**config.mk**
```make
export PLATFORM = sky130hd
export DESIGN_NAME = sprite_commit_ctrl
export DESIGN_NICKNAME = d
export VERILOG_FILES = /design/src/rtl/sprite_pkg.sv /design/src/rtl/anim_ticker.sv /design/src/rtl/sprite_commit_ctrl.sv
export SDC_FILE = /design/constraint.sdc
export NUM_CORES = 2
export LEC_CHECK = 0
export ABC_AREA = 1
export BUFFER_PORTS_ARGS = -buffer_cell sky130_fd_sc_hd__clkbuf_2
export CAP_MARGIN = 10
export CELL_PAD_IN_SITES_DETAIL_PLACEMENT = 1
export CELL_PAD_IN_SITES_GLOBAL_PLACEMENT = 1
export CORE_ASPECT_RATIO = 1.5
export CORE_UTILIZATION = 50
export CTS_CLUSTER_SIZE = 16
export DETAILED_ROUTE_END_ITERATION = 10
export HOLD_SLACK_MARGIN = 0.03
export PLACE_DENSITY = 0.81
export SETUP_SLACK_MARGIN = 0.5
export SKIP_LAST_GASP = 1
export SLEW_MARGIN = 30
export SYNTH_ARGS = -nofsm -noshare
export SYNTH_HDL_FRONTEND = slang
export SYNTH_SLANG_ARGS = --single-unit
```
**constraint.sdc**
```tcl
create_clock -name clk -period 53.5 [get_ports clk]
set_input_delay 8.025 -clock clk [delete_from_list [all_inputs] [get_ports clk]]
set_output_delay 8.025 -clock clk [all_outputs]
set_load 0.03 [all_outputs]
```
**src/rtl/sprite_pkg.sv**
```systemverilog
// sprite_pkg: shared types and constants for the sprite commit controller.
//   sprite_entry_t  - one sprite table entry {x, y, en, animate, frame}
//   FIELD_*         - register field selector values (address[5:4])
//   COMMIT_ADDR     - Avalon word address of the commit request register
//   commit_state_e  - commit FSM state encoding
package sprite_pkg;

    localparam int MAX_SPRITES = 16;

    localparam logic [1:0] FIELD_X    = 2'd0;
    localparam logic [1:0] FIELD_Y    = 2'd1;
    localparam logic [1:0] FIELD_CTRL = 2'd2;

    localparam logic [2:0] SHADOW_PAGE = 3'b000;
    localparam logic [8:0] COMMIT_ADDR = 9'h040;

    typedef struct packed {
        logic [10:0] x;
        logic [9:0]  y;
        logic        en;
        logic        animate;
        logic [1:0]  frame;
    } sprite_entry_t;

    typedef enum logic [1:0] {
        ST_IDLE  = 2'd0,
        ST_ARMED = 2'd1,
        ST_COPY  = 2'd2
    } commit_state_e;

endpackage

```
**src/rtl/anim_ticker.sv**
```systemverilog
// anim_ticker: animation phase generator.
//   A down-counter divider raises tick_pending every ANIM_DIV clk cycles.
//   anim_phase_o advances (mod ANIM_FRAMES) only on vblank_start while a tick
//   is pending, so the visible phase never changes mid-frame and several ticks
//   between two vblanks still advance it only once.
// Ports:
//   clk, reset        - clock, asynchronous active-high reset
//   vblank_start      - one-cycle pulse at the first blanked line
//   anim_phase_o[1:0] - current animation phase
// Only instantiated when SPRITE_ANIM_EN is defined.
module anim_ticker #(
    parameter int ANIM_DIV    = 5_000_000,
    parameter int ANIM_FRAMES = 3
) (
    input  logic       clk,
    input  logic       reset,
    input  logic       vblank_start,
    output logic [1:0] anim_phase_o
);

    localparam int                DIV_W      = (ANIM_DIV > 1) ? $clog2(ANIM_DIV) : 1;
    localparam logic [DIV_W-1:0]  DIV_RELOAD = DIV_W'(ANIM_DIV - 1);
    localparam logic [1:0]        LAST_PHASE = 2'(ANIM_FRAMES - 1);

    logic [DIV_W-1:0] div_q;
    logic             tick_pending_q;
    logic [1:0]       phase_q;
    logic             tick;
    logic             advance;

    assign tick    = (div_q == '0);
    assign advance = vblank_start && tick_pending_q;

    always_ff @(posedge clk or posedge reset) begin
        if (reset) begin
            div_q <= DIV_RELOAD;
        end else if (tick) begin
            div_q <= DIV_RELOAD;
        end else begin
            div_q <= div_q - 1'b1;
        end
    end

    // A tick landing in the same cycle as the consuming vblank stays pending
    // for the next frame.
    always_ff @(posedge clk or posedge reset) begin
        if (reset) begin
            tick_pending_q <= 1'b0;
        end else if (tick) begin
            tick_pending_q <= 1'b1;
        end else if (advance) begin
            tick_pending_q <= 1'b0;
        end
    end

    always_ff @(posedge clk or posedge reset) begin
        if (reset) begin
            phase_q <= 2'd0;
        end else if (advance) begin
            phase_q <= (phase_q == LAST_PHASE) ? 2'd0 : phase_q + 2'd1;
        end
    end

    assign anim_phase_o = phase_q;

endmodule

```
**src/rtl/sprite_commit_ctrl.sv**
```systemverilog
// sprite_commit_ctrl: double-buffered sprite table with vblank-synchronous commit.
//   Software writes the shadow bank over Avalon-MM at any time. A commit request
//   arms the controller; at the next vblank_start the shadow bank is copied into
//   the active bank one entry per cycle. The display reads the active bank
//   combinationally through rd_idx.
// Ports:
//   clk, reset                          - clock, asynchronous active-high reset
//   chipselect, write, address, writedata - Avalon-MM write slave
//   vblank_start                        - one-cycle pulse at the first blanked line
//   rd_idx -> rd_x, rd_y, rd_en, rd_frame - active bank read port
//   commit_pending, busy                - commit status
//   anim_phase                          - animation phase (0 unless animated)
//   commit_count                        - completed copies, wraps at 16 bits
// Build option: define SPRITE_ANIM_EN to include the anim_ticker phase generator.
//
// State  | meaning
// IDLE   | no commit outstanding, vblank ignored
// ARMED  | commit requested, waiting for vblank_start
// COPY   | copying shadow[copy_idx] -> active[copy_idx], one entry per cycle
module sprite_commit_ctrl
    import sprite_pkg::*;
#(
    parameter int NUM_SPRITES = 16,
    parameter int ANIM_DIV    = 5_000_000,
    parameter int ANIM_FRAMES = 3
) (
    input  logic        clk,
    input  logic        reset,
    input  logic        chipselect,
    input  logic        write,
    input  logic [8:0]  address,
    input  logic [31:0] writedata,
    input  logic        vblank_start,
    input  logic [3:0]  rd_idx,
    output logic [10:0] rd_x,
    output logic [9:0]  rd_y,
    output logic        rd_en,
    output logic [1:0]  rd_frame,
    output logic        commit_pending,
    output logic        busy,
    output logic [1:0]  anim_phase,
    output logic [15:0] commit_count
);

    if (NUM_SPRITES < 1 || NUM_SPRITES > MAX_SPRITES || ANIM_DIV < 1 ||
        ANIM_FRAMES < 2 || ANIM_FRAMES > 4) begin : g_param_check
        $error("sprite_commit_ctrl: parameter out of range");
    end

    localparam logic [3:0] LAST_IDX = 4'(NUM_SPRITES - 1);
    localparam logic [4:0] NUM_W    = 5'(NUM_SPRITES);

    // Banks are sized for the maximum table; entries above NUM_SPRITES are
    // never written and stay at their reset value.
    sprite_entry_t shadow_q [MAX_SPRITES];
    sprite_entry_t active_q [MAX_SPRITES];

    commit_state_e state_q, state_d;
    logic [3:0]    copy_idx_q, copy_idx_d;
    logic          rearm_q, rearm_d;
    logic [15:0]   commit_count_q;
    logic          copy_en;
    logic          copy_last;

    logic          wr_en;
    logic [3:0]    wr_idx;
    logic [1:0]    wr_field;
    logic          shadow_we;
    logic          commit_req;
    logic          unused_wd;
    logic [1:0]    anim_phase_w;
    logic          rd_valid;
    sprite_entry_t rd_entry;

    assign wr_en      = chipselect && write;
    assign wr_idx     = address[3:0];
    assign wr_field   = address[5:4];
    assign shadow_we  = wr_en && (address[8:6] == SHADOW_PAGE) && ({1'b0, wr_idx} < NUM_W);
    assign commit_req = wr_en && (address == COMMIT_ADDR) && writedata[0];
    assign unused_wd  = ^writedata[31:11];

    // Shadow bank: always writable, no backpressure.
    always_ff @(posedge clk or posedge reset) begin
        if (reset) begin
            for (int i = 0; i < MAX_SPRITES; i++) begin
                shadow_q[i] <= '0;
            end
        end else if (shadow_we) begin
            case (wr_field)
                FIELD_X:    shadow_q[wr_idx].x <= writedata[10:0];
                FIELD_Y:    shadow_q[wr_idx].y <= writedata[9:0];
                FIELD_CTRL: begin
                    shadow_q[wr_idx].en      <= writedata[0];
                    shadow_q[wr_idx].frame   <= writedata[2:1];
                    shadow_q[wr_idx].animate <= writedata[3];
                end
                default: ;
            endcase
        end
    end

    // Copy reads the registered shadow entry, so a same-cycle write to the
    // entry being copied lands in shadow only and the old value is copied.
    always_ff @(posedge clk or posedge reset) begin
        if (reset) begin
            for (int i = 0; i < MAX_SPRITES; i++) begin
                active_q[i] <= '0;
            end
        end else if (copy_en) begin
            active_q[copy_idx_q] <= shadow_q[copy_idx_q];
        end
    end

    // FSM: state register
    always_ff @(posedge clk or posedge reset) begin
        if (reset) begin
            state_q    <= ST_IDLE;
            copy_idx_q <= 4'd0;
            rearm_q    <= 1'b0;
        end else begin
            state_q    <= state_d;
            copy_idx_q <= copy_idx_d;
            rearm_q    <= rearm_d;
        end
    end

    // FSM: next state
    always_comb begin
        state_d    = state_q;
        copy_idx_d = copy_idx_q;
        rearm_d    = rearm_q;
        case (state_q)
            ST_IDLE: begin
                if (commit_req) state_d = ST_ARMED;
            end
            ST_ARMED: begin
                if (vblank_start) begin
                    state_d    = ST_COPY;
                    copy_idx_d = 4'd0;
                end
            end
            ST_COPY: begin
                copy_idx_d = copy_idx_q + 4'd1;
                if (commit_req) rearm_d = 1'b1;
                if (copy_idx_q == LAST_IDX) begin
                    // A request arriving on the final copy cycle also re-arms.
                    state_d    = (rearm_q || commit_req) ? ST_ARMED : ST_IDLE;
                    rearm_d    = 1'b0;
                    copy_idx_d = 4'd0;
                end
            end
            default: state_d = ST_IDLE;
        endcase
    end

    // FSM: outputs
    always_comb begin
        copy_en        = (state_q == ST_COPY);
        copy_last      = copy_en && (copy_idx_q == LAST_IDX);
        busy           = copy_en;
        commit_pending = (state_q == ST_ARMED) || rearm_q;
    end

    always_ff @(posedge clk or posedge reset) begin
        if (reset) begin
            commit_count_q <= 16'd0;
        end else if (copy_last) begin
            commit_count_q <= commit_count_q + 16'd1;
        end
    end

    assign commit_count = commit_count_q;

`ifdef SPRITE_ANIM_EN
    anim_ticker #(
        .ANIM_DIV    (ANIM_DIV),
        .ANIM_FRAMES (ANIM_FRAMES)
    ) u_anim_ticker (
        .clk          (clk),
        .reset        (reset),
        .vblank_start (vblank_start),
        .anim_phase_o (anim_phase_w)
    );
`else
    assign anim_phase_w = 2'd0;
`endif

    assign anim_phase = anim_phase_w;

    assign rd_valid = ({1'b0, rd_idx} < NUM_W);
    assign rd_entry = rd_valid ? active_q[rd_idx] : '0;
    assign rd_x     = rd_entry.x;
    assign rd_y     = rd_entry.y;
    assign rd_en    = rd_entry.en;
    assign rd_frame = rd_entry.animate ? anim_phase_w : rd_entry.frame;

endmodule

```
==> summary.md <==
| Metric | Value |
|---|---|
| RePlAce Congestion | `around 0.85` |
| First-pass GRT wire length | `~250,000 um` |
| Root buf cell | `clkbuf_16` |
| Inserted Diodes | `0` |
| Skew-Pair Late Insertion Delay | `slightly below 0.7 ns` |
| Measured slew at the worst slew-check pin | `between 1 and 1.5 ns` |
| Die width | `between 200 and 250 um` |
| Syn Std Cell Area | `about 43,000 sq um` |
| Largest net degree at the start of global routing | `around 160` |
| Vias in the first global route | `about 43,000` |
| Crit path time final | `around 19 ns` |
| Run status | `completed` |
| Fin nets | `just under 6,000` |
| GRT Residual Overflow | `0` |
| Slew Viols, Final | `0` |
| CTS buffer count | `84` |
| # DRC | `0` |
| Reg2reg setup slack | `just under 50 ns` |
| CP arrival | `approximately 11 ns` |
| HP Start | `shadow_q[164]$_DFFE_PP0P_` |
| Detailed Route Iter0 Violations | `just over 3,000` |
| Row count | `130` |
| Port bufs | `70` |
| Post-Syn Area per Cell | `7.10 sq um` |
| GR Util All Layers | `a little under two fifths` |
| CP dominant cell by count | `nand2_1` |
| Setup Fix Bufs, Post-CTS | `0` |
| Largest stage delay, worst path | `about 0.80 ns` |
| Synth Area in Simple Gates | `29.6%` |
| Leakage | `24.3 nW` |
| Ports | `94` |
| Routed Antenna Nets | `0` |
| Die area | `86,500 sq um` |
| Slew margin rel. | `~31%` |
| Fin Setup TNS | `0 ns` |
| Synthesized flop and latch total | `823` |
| Sequential area share after synthesis | `about half` |
| Clk slew on worst S/H paths | `0.06 ns` |
| Final Non-Filler Cells | `about 7,000` |
| Area delta synth->final | `7.81%` |
| Overall Power | `~2 mW` |
| Final HPWL DP | `94,500 um` |
| Core area | `roughly 84,000 sq um` |
| PostCTS Resize Cnt | `0` |
| DP Worst Slack | `34.57 ns` |
| # H-tree levels | `3` |
| CP Buf/Inv Count | `4` |
| Power Density | `42.8 nW/um^2` |
| Worst setup path class | `primary input to output port` |
| Fmax | `roughly 53 MHz` |
| Maxcap violations | `0` |
| Synth Area in Adders | `less than 1%` |
| Reg2reg path depth | `8` |
| Clock Sink Count | `between 800 and 900` |
| TritonRoute pass-1 iters | `5` |
| Crit path launch type | `primary input` |
| Unique masters post-synth | `28` |
| Largest family of logic cells by synthesized area | `simple AND/OR/NAND/NOR gates` |
| Placed Cells incl. Taps | `about 7,000` |
| CP Capture Type | `output port` |
| Share of post-route cells with drive strength above 1 | `5.97%` |
| Die span in y | `roughly 360 um` |
| Cells after Synth | `about 6,000` |
| Longest Clk Path Bufs | `3` |
| Initial Util | `50.7%` |
| Final hold vios | `0` |
| CTS tree | `yes` |
| WHS Endpoint | `shadow_q[164]$_DFFE_PP0P_` |
| Fill cells | `between 10,000 and 15,000` |
| Worst r2r src | `copy_idx_q[1]$_DFFE_PP0P_` |
| Cell family with most CP delay | `buffers and inverters` |
| Routed len/inst | `between 20 and 25 um` |
| Mux cell area share after synthesis | `0%` |
| Via density | `just under 6` |
| Hold_buf cts | `0` |
| YS warnings | `0` |
| Unrepaired setup endpoints after global routing | `no` |
| CP cell instances | `buf_4, inv_6, buf_4, nand2_1, nand2_1, nand2_1, nand3_1, nand2_1, nand2_1, nand2_1, nor2_1, clkbuf_2` |
| Final setup viols | `0` |
| Routed via count | `40,800` |
| Critical Path Slowest Stage Cell | `buf_4` |
| Clk_skew | `0.0119 ns` |
| Area fraction in compound gates after synthesis | `between 10% and 20%` |
| Post-Synth XOR/XNOR Area | `less than 1%` |
| Final WS setup | `around 34 ns` |
| Hold crit path type | `register to register` |
| Final Cycle Share | `approximately 36%` |
| R2r endpoint | `active_q[72]$_DFFE_PP0P_` |
| Crit Path Max Fanout | `72` |
| Worst path required time | `around 45 ns` |
| Initial antenna violation count | `0` |
| Worst Hold Depth | `2` |
| Max IR drop VDD | `just under 0.05 mV` |
| WL final | `162,000 um` |
[cells in the mapped netlist]
cell type	number	area (sq um)
xor2_1	7	61.3
buf_1	16	60.1
clkbuf_2	2	10.0
nand2_1	2356	8840
dfrtp_1	823	20600
o21ai_1	341	1710
buf_6	13	146
nor2_2	3	18.8
nand2_2	25	156
o21ai_0	474	2370
o211ai_1	106	796
clkbuf_1	289	1080
xnor2_1	6	52.6
a21oi_1	168	841
nand3_1	318	1590
buf_4	32	240
buf_2	57	285
inv_4	1	6.26
clkinv_1	1	3.75
inv_1	415	1560
nor3_1	6	30.0
ha_1	9	113
nand4_1	3	18.8
nor3b_1	2	15.0
nor2_4	8	90.1
inv_2	25	93.8
conb_1	1	3.75
nor2_1	498	1870
[cells in the final DEF (no fill, tap or decap), types with 27 or more instances in the layout]
cell       count
a21oi_1      168
buf_4         77
clkbuf_1      27
clkbuf_16     89
clkbuf_2      68
dfrtp_1      821
inv_1        413
nand2_1     2349
nand2_2       30
nand3_1      318
nor2_1       488
o211ai_1     106
o21ai_0      474
o21ai_1      341
[worst max-delay path by stage]
| stage | cells after the start | from | slack [ns] | endpoint |
|---|---|---|---|---|
| 5_1_grt | 12 | rd_idx[0] | 34.30 | rd_frame[0] |
| 4_1_cts | 12 | rd_idx[0] | 34.55 | rd_frame[0] |
| 6_report | 12 | rd_idx[0] | 34.46 | rd_frame[0] |
| 3_5_place_dp | 12 | rd_idx[0] | 34.57 | rd_frame[0] |
| 2_1_floorplan | 1 | reset | 22.36 | active_q[0]$_DFFE_PP0P_ |
| 3_3_place_gp | 12 | rd_idx[0] | 34.57 | rd_frame[0] |
[metrics by stage]
| stage | hold WS, ns | cell area [sq um] | util (%) |
|---|---|---|---|
| after floorplan | 0.442 | 42700 | - |
| after global placement | 0.453 | 43300 | 51.5 |
| after detailed placement | 0.458 | 43300 | 51.5 |
| after CTS | 0.474 | 46000 | 54.6 |
| after global routing | 0.487 | 46000 | 54.7 |
| final | 0.469 | 46000 | 54.7 |
[power by group]
| part | leakage [nW] | switching [mW] | internal (mW) |
|---|---|---|---|
| Clock | 1.30 | 0.261 | 0.330 |
| Sequential | 11.4 | 0.0558 | 0.710 |
| Combinational | 11.6 | 0.470 | 0.141 |
[registers in the layout, indices dropped and copies added (netlist names)]
signal,count
state_q,2
active_q,400
rearm_q,1
commit_count,16
shadow_q,400
copy_idx_q,4
[worst min-delay path, stage by stage (launching register included)]
cell,delay (ns)
dfrtp_1,0.34
nand2_1,0.05
nand2_1,0.05
[cell families (layout without fill, tap and decap cells)]
group	after synthesis	count (layout)
buf+inv	851	737
simple gates	3219	3219
other cells	1	2
compound gates	1089	1089
xor+xnor	13	13
fa+ha+maj	9	9
flops	823	823
[final cells by class]
type	count	area (sq um)	share of cell area [%]
multi-input combinational	4332	18700	40.6
sequential	823	20600	44.8
inverter	442	1680	3.66
clock inverter	12	85.1	0.185
timing repair buffer	151	1010	2.20
tap	1122	1400	3.05
clock buffer	132	2550	5.54
[layer usage]
layer  routed length, um  part of all wire [%]  GRT usage (%)
met1               61900                    38           44.2
met2               81400                    50           66.6
met3                8260                   5.1           5.08
met4               10100                   6.3           22.0
met5                   0                     0              0
Note: power is estimated with default switching activity, not from simulation.
